<file path="src/rtl/mips_multicycle_ctrl_if.sv">
// mips_multicycle_ctrl_if: instruction/memory handshake and datapath control bundle between controller and datapath
interface mips_multicycle_ctrl_if #(parameter int CNT_W = 32);
  logic [31:0] ir;
  logic mem_ready;
  logic pc_write, pc_write_eq, pc_write_ne, i_or_d, mem_read, mem_write, ir_write;
  logic mem_to_reg, reg_dst, reg_write, alu_src_a;
  logic [1:0] alu_src_b, alu_op, pc_source;
  logic halted, illegal;
  logic [3:0] state;
  logic [CNT_W-1:0] retired;
  modport master(
    input ir, mem_ready,
    output pc_write, pc_write_eq, pc_write_ne, i_or_d, mem_read, mem_write, ir_write,
    output mem_to_reg, reg_dst, reg_write, alu_src_a, alu_src_b, alu_op, pc_source,
    output halted, illegal, state, retired
  );
  modport slave(
    output ir, mem_ready,
    input pc_write, pc_write_eq, pc_write_ne, i_or_d, mem_read, mem_write, ir_write,
    input mem_to_reg, reg_dst, reg_write, alu_src_a, alu_src_b, alu_op, pc_source,
    input halted, illegal, state, retired
  );
endinterface

</file>
<file path="src/rtl/mips_multicycle_ctrl.sv">
// mips_multicycle_ctrl: multi-cycle MIPS control FSM with memory stall, halt detection and retire counter
module mips_multicycle_ctrl #(
  parameter int CNT_W = 32,
  parameter logic [31:0] HALT_WORD = 32'hFFFFFFFF
) (
  input logic clk,
  input logic rst_n,
  mips_multicycle_ctrl_if.master bus
);
  typedef enum logic [3:0] {
    FETCH, DECODE, MEMADR, MEMRD, MEMWB, MEMWR, EXEC, RWB, BRANCH, JUMP, ADDIEX, ADDIWB, HALT
  } state_t;
  state_t st, nxt;
  logic [CNT_W-1:0] retired;
  logic halted, bad, done;
  logic [5:0] op;
  assign op = bus.ir[31:26];
  always_comb begin
    nxt = FETCH;
    bad = 1'b0;
    case (st)
      FETCH: nxt = bus.mem_ready ? DECODE : FETCH;
      DECODE:
        if (bus.ir == HALT_WORD) nxt = HALT;
        else if (op == 6'h00) nxt = EXEC;
        else if (op == 6'h23 || op == 6'h2b) nxt = MEMADR;
        else if (op == 6'h04 || op == 6'h05) nxt = BRANCH;
        else if (op == 6'h02) nxt = JUMP;
        else if (op == 6'h08) nxt = ADDIEX;
        else bad = 1'b1;
      MEMADR: nxt = op == 6'h23 ? MEMRD : MEMWR;
      MEMRD: nxt = bus.mem_ready ? MEMWB : MEMRD;
      MEMWR: nxt = bus.mem_ready ? FETCH : MEMWR;
      EXEC: nxt = RWB;
      ADDIEX: nxt = ADDIWB;
      HALT: nxt = HALT;
      default: nxt = FETCH;
    endcase
  end
  // an instruction retires on the edge that leaves its final state
  assign done = st == MEMWB || (st == MEMWR && bus.mem_ready) || st == RWB ||
                st == BRANCH || st == JUMP || st == ADDIWB;
  always_ff @(posedge clk) begin
    if (!rst_n) begin
      st <= FETCH;
      retired <= '0;
      halted <= 1'b0;
    end else begin
      st <= nxt;
      retired <= retired + CNT_W'(done);
      halted <= halted | (nxt == HALT);
    end
  end
  assign bus.mem_read = rst_n && (st == FETCH || st == MEMRD);
  assign bus.mem_write = rst_n && st == MEMWR;
  assign bus.ir_write = rst_n && st == FETCH && bus.mem_ready;
  assign bus.pc_write = rst_n && ((st == FETCH && bus.mem_ready) || st == JUMP);
  assign bus.pc_write_eq = rst_n && st == BRANCH && op == 6'h04;
  assign bus.pc_write_ne = rst_n && st == BRANCH && op == 6'h05;
  assign bus.reg_write = rst_n && (st == MEMWB || st == RWB || st == ADDIWB);
  assign bus.illegal = rst_n && bad;
  assign bus.i_or_d = st == MEMRD || st == MEMWR;
  assign bus.mem_to_reg = st == MEMWB;
  assign bus.reg_dst = st == RWB;
  assign bus.alu_src_a = st == MEMADR || st == EXEC || st == BRANCH || st == ADDIEX;
  assign bus.alu_src_b = st == FETCH ? 2'b01 : st == DECODE ? 2'b11 :
                         (st == MEMADR || st == ADDIEX) ? 2'b10 : 2'b00;
  assign bus.alu_op = st == EXEC ? 2'b10 : st == BRANCH ? 2'b01 : 2'b00;
  assign bus.pc_source = st == BRANCH ? 2'b01 : st == JUMP ? 2'b10 : 2'b00;
  assign bus.halted = halted;
  assign bus.state = st;
  assign bus.retired = retired;
endmodule

</file>
<file path="src/flat_wrapper.sv">
// flat-port wrapper written by rule: the top's interface ports become plain ports
module mips_multicycle_ctrl_flat 
#(
  parameter int CNT_W = 32,
  parameter logic [31:0] HALT_WORD = 32'hFFFFFFFF
)
  (clk, rst_n, bus_ir, bus_mem_ready, bus_pc_write, bus_pc_write_eq, bus_pc_write_ne, bus_i_or_d, bus_mem_read, bus_mem_write, bus_ir_write, bus_mem_to_reg, bus_reg_dst, bus_reg_write, bus_alu_src_a, bus_alu_src_b, bus_alu_op, bus_pc_source, bus_halted, bus_illegal, bus_state, bus_retired);
  mips_multicycle_ctrl_if #(.CNT_W(CNT_W)) bus_i ();
  input logic clk;
  input logic rst_n;
  input wire logic [$bits(bus_i.ir)-1:0] bus_ir;
  input wire logic [$bits(bus_i.mem_ready)-1:0] bus_mem_ready;
  output wire logic [$bits(bus_i.pc_write)-1:0] bus_pc_write;
  output wire logic [$bits(bus_i.pc_write_eq)-1:0] bus_pc_write_eq;
  output wire logic [$bits(bus_i.pc_write_ne)-1:0] bus_pc_write_ne;
  output wire logic [$bits(bus_i.i_or_d)-1:0] bus_i_or_d;
  output wire logic [$bits(bus_i.mem_read)-1:0] bus_mem_read;
  output wire logic [$bits(bus_i.mem_write)-1:0] bus_mem_write;
  output wire logic [$bits(bus_i.ir_write)-1:0] bus_ir_write;
  output wire logic [$bits(bus_i.mem_to_reg)-1:0] bus_mem_to_reg;
  output wire logic [$bits(bus_i.reg_dst)-1:0] bus_reg_dst;
  output wire logic [$bits(bus_i.reg_write)-1:0] bus_reg_write;
  output wire logic [$bits(bus_i.alu_src_a)-1:0] bus_alu_src_a;
  output wire logic [$bits(bus_i.alu_src_b)-1:0] bus_alu_src_b;
  output wire logic [$bits(bus_i.alu_op)-1:0] bus_alu_op;
  output wire logic [$bits(bus_i.pc_source)-1:0] bus_pc_source;
  output wire logic [$bits(bus_i.halted)-1:0] bus_halted;
  output wire logic [$bits(bus_i.illegal)-1:0] bus_illegal;
  output wire logic [$bits(bus_i.state)-1:0] bus_state;
  output wire logic [$bits(bus_i.retired)-1:0] bus_retired;
  assign bus_i.ir = bus_ir;
  assign bus_i.mem_ready = bus_mem_ready;
  assign bus_pc_write = bus_i.pc_write;
  assign bus_pc_write_eq = bus_i.pc_write_eq;
  assign bus_pc_write_ne = bus_i.pc_write_ne;
  assign bus_i_or_d = bus_i.i_or_d;
  assign bus_mem_read = bus_i.mem_read;
  assign bus_mem_write = bus_i.mem_write;
  assign bus_ir_write = bus_i.ir_write;
  assign bus_mem_to_reg = bus_i.mem_to_reg;
  assign bus_reg_dst = bus_i.reg_dst;
  assign bus_reg_write = bus_i.reg_write;
  assign bus_alu_src_a = bus_i.alu_src_a;
  assign bus_alu_src_b = bus_i.alu_src_b;
  assign bus_alu_op = bus_i.alu_op;
  assign bus_pc_source = bus_i.pc_source;
  assign bus_halted = bus_i.halted;
  assign bus_illegal = bus_i.illegal;
  assign bus_state = bus_i.state;
  assign bus_retired = bus_i.retired;
  mips_multicycle_ctrl #(.CNT_W(CNT_W), .HALT_WORD(HALT_WORD)) u_core (.clk(clk), .rst_n(rst_n), .bus(bus_i));
endmodule
</file>
<file path="config.mk">
export PLATFORM = sky130hd
export DESIGN_NAME = mips_multicycle_ctrl_flat
export DESIGN_NICKNAME = d
export VERILOG_FILES = /design/src/rtl/mips_multicycle_ctrl_if.sv /design/src/rtl/mips_multicycle_ctrl.sv /design/src/flat_wrapper.sv
export SDC_FILE = /design/constraint.sdc
export NUM_CORES = 1
export LEC_CHECK = 0
export BUFFER_PORTS_ARGS = -buffer_cell sky130_fd_sc_hd__buf_2
export CORE_ASPECT_RATIO = 0.6
export CORE_MARGIN = 4
export CORE_UTILIZATION = 40
export DETAILED_ROUTE_END_ITERATION = 12
export PLACE_DENSITY = 0.67
export SLEW_MARGIN = 20
export SYNTH_ARGS = -nofsm -noshare
export SYNTH_HDL_FRONTEND = slang
export SYNTH_SLANG_ARGS = --single-unit
</file>
<file path="constraint.sdc">
create_clock -name clk -period 5.65 [get_ports clk]
set_input_delay 0 -clock clk [delete_from_list [all_inputs] [get_ports clk]]
set_output_delay 0 -clock clk [all_outputs]
set_load 0.005 [all_outputs]
</file>
Word level (Yosys, flattened, before mapping)
Index checks and enable logic that the tools add are counted.

Add/subtract/negate cells: 1. Eq/ne operators: 20. Mux-type cells: 25. Bitwise gates (word level): 1. Reduce and logical (&&, ||, !) cells: 30.

Operator list (number): $add 32x1->32 (1); $eq 32x32->1 const B (1); $pmux 4 s8 (1); $eq 4x4->1 const B (6); $mux 4 (6); $eq 4x3->1 const B (4); $logic_or 1x1->1 (16); $eq 6x3->1 const B (2); $eq 6x6->1 const B (2); $logic_and 1x1->1 (12); $mux 2 (6); $mux 1 (9); $mux 3 (3); $eq 4x2->1 const B (2); $eq 6x2->1 const B (1); $eq 6x4->1 const B (1); $logic_not 6->1 (1); $eq 4x1->1 const B (1); $logic_not 4->1 (1); $or 1x1->1 (1).

Register bits after elaboration: 37. Output and inout bits: 55. Word-level logic and storage cells: 80.

Depth between registers and ports, before layout
Gate-level depths: netlist (run 1).

Word-level depth: 10. Gate-level depth with buffers: 12. Gate-level depth less buffers: 11.

Worst setup path after synthesis (run 1)
OpenSTA, ideal clock, no wires.

Path kind: flip-flop to flip-flop. Start point: register u_core.st[1], in the netlist u_core.bus.state[1]. End point: register u_core.retired[12], in the netlist u_core.bus.retired[12]. Library setup time: 115 ps. Arrival time: 2189 ps. Setup slack: 3346 ps. Cell stages (with the launch flop): 13. Buffers on the path: 1. Cells stage by stage: dfxtp_1 -> buf_2 -> inv_2 -> nand2_1 -> o21bai_1 -> a21oi_1 -> ha_1 -> ha_1 -> nand4_1 -> nor3_2 -> nand2_1 -> xnor2_1 -> and2_1.

Longest elaborated chain between the ends: 8.

RTL lines: from (decl) (line mips_multicycle_ctrl.sv:13) `state_t st, nxt;`; from (signal assigned) (line mips_multicycle_ctrl.sv:49) `st <= nxt;`; $eq 4x3->1 (line mips_multicycle_ctrl.sv:41) `assign done = st == MEMWB || (st == MEMWR && bus.mem_ready) || st == RWB ||`; $logic_and 1x1->1 (line mips_multicycle_ctrl.sv:41); $logic_or 1x1->1 (3 in a row) (line mips_multicycle_ctrl.sv:41); $logic_or 1x1->1 (line mips_multicycle_ctrl.sv:42) `st == BRANCH || st == JUMP || st == ADDIWB;`; $logic_or 1x1->1 (*) (line mips_multicycle_ctrl.sv:42); $add 32x1->32 (*) (line mips_multicycle_ctrl.sv:50) `retired <= retired + CNT_W'(done);`; to (signal assigned) (line mips_multicycle_ctrl.sv:50); to (decl) (line mips_multicycle_ctrl.sv:14) `logic [CNT_W-1:0] retired;`.

Every way passes the cells marked *; elsewhere a longest branch is shown, timed or not. A chain may end at the register's enable or synchronous reset.

Worst setup path after layout (run 1)
Start point: register u_core.st[0], in the netlist u_core.bus.state[0]. End point: register u_core.retired[22], in the netlist u_core.bus.retired[22].

Same word-level chain as after synthesis.

==> results.ini, run 1 <==
[power]
p_per_area_nw_per_um2 = 176.9
p_leak_nw = 1.243
pwr-share-seq = 0.545
switching_share = 0.2471
clkPwrFrac = 0.371
combPwrFrac = 0.084
p_sw_uw = 119.9
power_uw = 485.0
intPower_uw = 365.2
peakVddDrop_mv = 0.09023

[placement]
gp_congestion = 0.8306
postPlaceCellArea_um2 = 2655
port-buffer-count = 89
place_hpwl_mm = 4.497
dp_slack_ns = 2.912
dp.cells = 411

[yosys]
yosys_warnings = 0
syn_avg_cell_area_um2 = 8.100
async_reset_ff_frac = 0
dominantRegCellSynth = dfxtp_1
postSynthNetCount = 307
synth_area_um2 = 2187
synth_edf_count = 0
ys_seq_elements = 37
yosysSeqAreaShare = 0.3387
syn_inst = 270
synth_cell_types = 46

[cells_and_area]
antennaDiodeCount = 0
n_fill_cell = 544
fin_area_um2 = 2741
nNetsFinal = 389
drive_above_1_share = 0.3116
utilization = 0.5292
final_cells = 419
syn2layout_area_growth_pct = 25.34

[routing]
drt_iter0_drc = 137
postRouteAntennaNets = 0
wl_per_cell_um = 13.87
drt-pass1-iter-count = 4
route.detailed.drc = 0
wirelength_mm = 5.810
vias = 2174
vias_per_cell = 5.189

[setup_path]
crit_family = simple AND/OR/NAND/NOR gates
crit_buf_inv = 0
required_ns = 5.79
arrival_ns = 2.90
cp_max_fo = 20
crit_type = flop to flop
cpPeakStageDelay_ns = 0.69
path_cells = nand2b_1 > o21ai_0 > a21oi_1 > ha_1 > ha_1 > nand4_1 > nor3_2 > nand4_1 > xor2_1 > nor2_1
cp_slowest_cell = dfxtp_1
reg2reg_setup_slack_ns = 2.89
crit_path_start_kind = flop
endpoint_kind = flop

[die]
coreArea_um2 = 5180
row_count = 20
die_h_um = 65.28
die_area_um2 = 6753
ioPinCount = 90
die_w_um = 103.5
initial_core_util = 0.4222

[cts]
cts_inserted_buffers = 5
htreeDepth = 2
cts.sinks = 37
clk_pin_slew_ns = 0.08
post_cts_buffers = 0
postCtsResizedCells = 0
clockBufferDepth = 2
hold_buffers = 0
clk_latency_ns = 0.29
cts_root_buf = clkbuf_8
cts_tree = done

[grt]
grt_pass1_wl_mm = 9.377
antenna_found_initial = 0
track_usage = 0.1732
grt_pass1_vias = 2008
overflow = 0
grt_start_max_net_pins = 34

[sta]
min_period_ns = 2.762
slew-limit-headroom = 0.3026
timing.fmax_ghz = 0.3621
slew_viol_final = 0
skew_ns = 0.007385
finalHoldViolCount = 0
worstMarginPinSlew_ns = 1.045
setup_viol = 0
hold_ws_ns = 0.07232
fin_crit_sh = 0.4888
fin_tns_setup_ns = 0
timing.final.ws_setup_ns = 2.888
rsz0062_at_grt = no

[outcome]
status = finished, final reports clean

[min_path]
hold_path_class = input port to flop

[run]
maxCapViolCount = 0

==> worst register-to-register path, delay by kind of cell, from the launching register on <==
family                     cells  cell delay, ns
adders and majority gates      2            0.42
DFF                            1            0.69
AOI/OAI and AO/OA              2            0.25
xor gates and xnor gates       1            0.16
and+or+nand+nor                5            1.09
==> cells in the final DEF, fill, tap and decap left out, types with 3 or more instances in the layout <==
cell type / instances
o21ai_0: 6
inv_1: 3
nand4_1: 21
nor3_1: 4
o21a_1: 3
nand2_1: 16
nor3b_1: 4
nand3_1: 12
buf_2: 89
nor2b_1: 4
dfxtp_1: 37
and3_1: 7
and2_1: 7
clkbuf_8: 5
a21oi_1: 5
xnor2_1: 10
nand2b_1: 6
nor2_1: 48
xor2_1: 23
nor4_1: 5
and4_1: 5
==> state kept, by name (all words and copies together) (netlist names) <==
signal / count
u_core.bus.halted: 1
u_core.bus.retired: 32
u_core.bus.state: 4
==> kinds of logic (layout without fill, tap and decap cells) <==
kind of cell,after synthesis,count (layout),synth area share
and+or+nand+nor,150,150,0.3867
DFF,37,37,0.3387
xor gates and xnor gates,33,33,0.1321
AOI/OAI and AO/OA,29,29,0.09211
buffers and inverters,18,101,0.03432
adders and majority gates,2,2,0.01144
muxes,1,1,0.004577
==> power by group through the flow <==
stage	clock [mW]	sequential [mW]	combinational, mW
2_1_floorplan	0	0.268	0.0231
3_3_place_gp	0	0.270	0.0410
3_5_place_dp	0	0.270	0.0412
4_1_cts	0.184	0.264	0.0414
5_1_grt	0.197	0.265	0.0460
6_report	0.180	0.264	0.0410
==> synthesized netlist by cell type, types with 2 or more instances <==
cell	number	area, um^2
a21oi_1	5	25.02
a21oi_2	2	17.52
and2_1	7	43.79
and3_1	7	43.79
and4_1	5	43.79
buf_2	6	30.03
clkbuf_1	8	30.03
dfxtp_1	37	740.7
ha_1	2	25.02
inv_1	3	11.26
nand2_1	16	60.06
nand2b_1	6	37.54
nand3_1	12	60.06
nand4_1	21	131.4
nor2_1	48	180.2
nor2b_1	4	25.02
nor3_1	4	20.02
nor3_2	2	20.02
nor3b_1	4	30.03
nor4_1	5	31.28
o211ai_1	2	15.01
o21a_1	3	22.52
o21ai_0	6	30.03
o21ai_1	2	10.01
xnor2_1	10	87.58
xor2_1	23	201.4
==> layout make-up <==
type	instances	area, um^2	share of cell area
multi-input combinational	215	1371	0.5002
sequential	37	740.7	0.2702
timing repair buffer	89	445.4	0.1625
tap	66	82.58	0.03012
clock buffer	5	68.82	0.02510
clock inverter	3	17.52	0.006390
inverter	4	15.01	0.005477
==> metal layers <==
layer,wire (um),global-route usage,vias up
li1,-,-,1121
met1,3125,0.2650,982
met4,42,0.03716,0
met5,0,0,-
met3,379,0.04772,5
met2,2262,0.2373,66
==> worst paths after layout <==
| path | depth (start not counted) | end | startpoint |
|---|---|---|---|
| worst max-delay path | 10 | u_core.bus.retired[22] | u_core.bus.state[0] |
| worst min-delay path | 2 | u_core.bus.retired[14] | rst_n |
| worst max register to register | 10 | u_core.bus.retired[22] | u_core.bus.state[0] |
| worst min register to register | 1 | u_core.bus.halted | u_core.bus.halted |
Power figures use the tool's default switching activity.
==> run 2: changes to the inputs <==
Settings changed: PLACE_DENSITY 0.67 to 0.7.
Clock period 5.65 ns to 2.5 ns, I/O delays scaled along.
==> run 2 against run 1 <==
Via count up 3.2%. Register-to-register slack worse by 2.7 ns. Final cell count up 1.7%. Largest cell class unchanged.
==> results.ini, run 2 (synthesis results as in run 1) <==
[cells_and_area]
antennaDiodeCount = 0
largest_register_ffs = 32
n_fill_cell = 505
syn2layout_area_growth_pct = 29.12
final_cell_mix = 89 x buf_2, 48 x nor2_1, 36 x dfxtp_1, 23 x xor2_1, 21 x nand4_1
multi_input_area_um2 = 1395
layout_commonest_cell = buf_2
top_register = u_core.bus.retired
nNetsFinal = 398
seq_area_um2 = 744.5
drive_above_1_share = 0.3389

[cts]
htreeDepth = 2
clk_pin_slew_ns = 0.07
hold_buffers = 0
cts_root_buf = clkbuf_8
cts.sinks = 37
clockBufferDepth = 2
clk_latency_ns = 0.28
cts_tree = done
cts_inserted_buffers = 5

[sta]
slew_viol_final = 0
hold_ws_ns = 0.07231
slew-limit-headroom = 0.2730
timing.fmax_ghz = 0.4346
worstMarginPinSlew_ns = 1.089
fin_tns_setup_ns = 0
min_period_ns = 2.301
rsz0062_at_grt = no
setup_viol = 0
finalHoldViolCount = 0
skew_ns = 0.006943
fin_crit_sh = 0.9204

[setup_path]
arrival_ns = 2.43
cp_slowest_cell = dfxtp_4
crit_type = flop to flop
required_ns = 2.63
endpoint_kind = flop
cp_max_fo = 7
path_cells = inv_2 > nand2_1 > o21bai_1 > a21oi_1 > ha_2 > ha_2 > nand4_1 > nor3_4 > buf_4 > nand4_1 > xor2_1 > nor2_1
crit_path_start_kind = flop
crit_buf_inv = 2
cpPeakStageDelay_ns = 0.40
crit_family = simple AND/OR/NAND/NOR gates

[die]
coreArea_um2 = 5180
die_area_um2 = 6753
initial_core_util = 0.4222
row_count = 20
die_w_um = 103.5
die_h_um = 65.28
ioPinCount = 90

[routing]
wl_per_cell_um = 13.74
postRouteAntennaNets = 0
vias_per_cell = 5.268
drt_iter0_drc = 135
wirelength_mm = 5.855
drt-pass1-iter-count = 6
vias = 2244
route.detailed.drc = 0

[power]
peakVddDrop_mv = 0.1822
p_per_area_nw_per_um2 = 376.6
p_leak_nw = 1.300

[grt]
overflow = 0
grt_pass1_vias = 1978
grt_start_max_net_pins = 34
track_usage = 0.1789
grt_pass1_wl_mm = 9.660
antenna_found_initial = 0

[outcome]
status = finished, final reports clean

[placement]
port-buffer-count = 89
gp_congestion = 0.8423
place_hpwl_mm = 4.599

[min_path]
hold_path_class = input port to flop

[run]
maxCapViolCount = 0

run 2: metrics by stage:
step | area [um^2] | std cells | utilization | setup WS [ns] | total power [mW]
floorplan | 2187 | 270 | - | 0.1964 | 0.6576
global placement | 2700 | 417 | 0.5213 | 0.1749 | 0.7063
detailed placement | 2700 | 417 | 0.5213 | 0.06886 | 0.7072
CTS | 2774 | 423 | 0.5355 | 0.05735 | 1.074
global route | 2824 | 426 | 0.5452 | 0.01545 | 1.113
finish | 2824 | 426 | 0.5452 | 0.1989 | 1.064
run 2: path summary, 6_finish.rpt:
check / depth (start not counted) / to / start / slack (ns)
worst min-delay path: 2 / u_core.bus.retired[12] / rst_n / 0.07
worst min register to register: 2 / u_core.bus.retired[31] / u_core.bus.retired[31] / 0.51
worst max register to register: 12 / u_core.bus.retired[22] / u_core.bus.state[1] / 0.20
worst max-delay path: 12 / u_core.bus.retired[22] / u_core.bus.state[1] / 0.20
run 2: timing repair:
item	4_1_cts	5_1_grt
gates resized for setup	0	7
setup buffers	0	3
endpoints found under the setup margin	0	15
run 2: power by group:
group	switching (mW)	total, mW	internal (mW)
Clock	0.186	0.370	0.183
Sequential	0.00165	0.592	0.590
Combinational	0.0562	0.103	0.0463
Total	0.244	1.06	0.819
run 2: metal layers:
layer / global-route usage / vias up / wire [um]
met1: 0.2958 / 999 / 3071
met3: 0.04030 / 4 / 525
li1: - / 1145 / -
met4: 0.04362 / 0 / 40
met2: 0.2222 / 96 / 2218
met5: 0 / - / 0
run 2: final cells by class:
class / count / share of cell area
multi-input combinational: 215 / 0.4940
sequential: 37 / 0.2636
timing repair buffer: 98 / 0.1817
tap: 66 / 0.02924
clock buffer: 5 / 0.02437
inverter: 4 / 0.005317
clock inverter: 1 / 0.001772
==> run 3: changes to the inputs <==
Settings changed: GPL_TIMING_DRIVEN set to 0.
==> run 3 against run 2 <==
Wire length is 6.3% higher. Clock-buffer cell count is 2 higher. Power is 9.1% higher. Sequential power hardly changed. Sequential cell count stayed put. Die area stayed put. Register-to-register slack worse by 0.07 ns. Non-clock buffer count is 7 higher. Via count is 1.4% higher. Global-route usage is 0.99 points higher. Design area is 3.5% higher. Clock power is 24% higher. Critical path type unchanged. Critical endpoint unchanged. Highest routed layer unchanged.
==> results.ini, run 3 (synthesis results as in run 1) <==
[cts]
clk_pin_slew_ns = 0.07
cts_tree = done
hold_buffers = 0
clk_latency_ns = 0.28
cts.sinks = 37
htreeDepth = 2
cts_root_buf = clkbuf_8
clockBufferDepth = 2
cts_inserted_buffers = 5

[die]
die_h_um = 65.28
die_w_um = 103.5
row_count = 20
initial_core_util = 0.4222
ioPinCount = 90
coreArea_um2 = 5180
die_area_um2 = 6753

[cells_and_area]
nNetsFinal = 405
antennaDiodeCount = 0
top_register = u_core.bus.retired
largest_register_ffs = 32
n_fill_cell = 527
fin_area_um2 = 2924
layout_commonest_cell = buf_2
drive_above_1_share = 0.3442
final_cells = 435
final_cell_mix = 89 x buf_2, 48 x nor2_1, 34 x dfxtp_1, 23 x xor2_1, 21 x nand4_1
syn2layout_area_growth_pct = 33.70

[setup_path]
reg2reg_setup_slack_ns = 0.13
arrival_ns = 2.54
reg2reg_to = u_core.bus.retired[22]
cp_max_fo = 10
crit_path_start_kind = flop
crit_type = flop to flop
reg2regPathDepth = 11
endpoint_kind = flop
required_ns = 2.67
worstReg2RegStart = u_core.bus.state[3]

[placement]
place_hpwl_mm = 4.690
dp.cells = 423
dp_slack_ns = -0.2906
port-buffer-count = 87
postPlaceCellArea_um2 = 2705
gp_congestion = 0.8993

[sta]
rsz0062_at_grt = no
hold_ws_ns = 0.1767
worstMarginPinSlew_ns = 0.5385
slew-limit-headroom = 0.6396
skew_ns = 0.004682
min_period_ns = 2.369
timing.fmax_ghz = 0.4221
fin_crit_sh = 0.9477
slew_viol_final = 0
setup_viol = 0
finalHoldViolCount = 0
timing.final.ws_setup_ns = 0.1307

[power]
p_per_area_nw_per_um2 = 396.8
power_mw = 1.160
p_leak_nw = 1.351
peakVddDrop_mv = 0.1950

[routing]
drt_iter0_drc = 119
drt-pass1-iter-count = 4
vias = 2276
vias_per_cell = 5.232
wl_per_cell_um = 14.31
postRouteAntennaNets = 0
wirelength_mm = 6.226
route.detailed.drc = 0

[grt]
antenna_found_initial = 0
grt_start_max_net_pins = 20
overflow = 0
grt_pass1_vias = 2096
grt_pass1_wl_mm = 10.12
track_usage = 0.1887

[outcome]
status = finished, final reports clean

[min_path]
hold_depth = 5
hp-start = bus_ir[7]
hold_path_class = input port to flop
holdPathEnd = u_core.bus.state[3]

[run]
maxCapViolCount = 0

-- run 3: cell count changes in the layout (fill, tap and decap cells not counted), moves of 2 or more --
| cell | delta |
|---|---|
| clkbuf_1 | +6 |
| buf_4 | -4 |
| buf_6 | +3 |
| clkbuf_8 | +2 |
| dfxtp_1 | -2 |
| dfxtp_2 | +2 |
-- run 3: layout make-up --
class                   instances  area (um^2)  area share
multi-input cells             215         1416      0.4844
flip-flops and latches         37        747.0      0.2555
repair buffers                 92        476.7      0.1630
clock buffers                   7        96.34     0.03295
plain buffers                  13        85.08     0.02910
well taps                      66        82.58     0.02824
inverters                       4        15.01    0.005135
clock inverters                 1        5.005    0.001712
-- run 3: routing by layer --
metal / share of wire / wire, um / vias to the layer above / track usage
met5: 0 / 0 / - / 0
met4: 0.0027 / 17 / 0 / 0.02423
met3: 0.072 / 449 / 2 / 0.06151
met2: 0.40 / 2475 / 75 / 0.2627
met1: 0.53 / 3284 / 1041 / 0.2863
li1: - / - / 1158 / -
-- run 3: worst max-delay path by stage --
stage | start | to | slack (ns)
6_report | u_core.bus.state[3] | u_core.bus.retired[22] | 0.13
3_3_place_gp | u_core.bus.state[1] | u_core.bus.retired[28] | -0.26
3_5_place_dp | u_core.bus.state[1] | u_core.bus.retired[26] | -0.29
2_1_floorplan | u_core.bus.state[1] | u_core.bus.retired[12] | 0.20
4_1_cts | u_core.bus.state[0] | u_core.bus.retired[22] | 0.003
5_1_grt | u_core.bus.state[0] | u_core.bus.retired[22] | 0.005
-- run 3: metrics by stage --
stage / setup TNS [ns] / utilization
floorplan: 0 / -
global placement: -2.320 / 0.5222
detailed placement: -2.591 / 0.5222
CTS: 0 / 0.5539
global route: 0 / 0.5645
finish: 0 / 0.5645
-- run 3: where the power goes --
part / switching, mW / internal [mW] / leakage [nW]
clock network: 0.208 / 0.249 / 0.0542
registers: 0.00151 / 0.590 / 0.300
logic: 0.0618 / 0.0505 / 0.997
total: 0.271 / 0.889 / 1.35
-- run 3: critical path, stage by stage (launching register included) --
cell and delay [ns]:
dfxtp_2 0.46, clkbuf_4 0.25, o21ai_0 0.08, a21oi_1 0.14, ha_2 0.24, ha_4 0.15, nand4_1 0.22, nor3_4 0.22
buf_6 0.14, nand4_1 0.12, xor2_1 0.18, nor2_1 0.05
-- run 3: timing repair --
action	in CTS	in global routing
pin swaps	4	5
endpoints found under the hold margin	0	0
endpoints found under the setup margin	18	18
gates resized for setup	16	10
gates cloned	0	0
buffers inserted	2	3
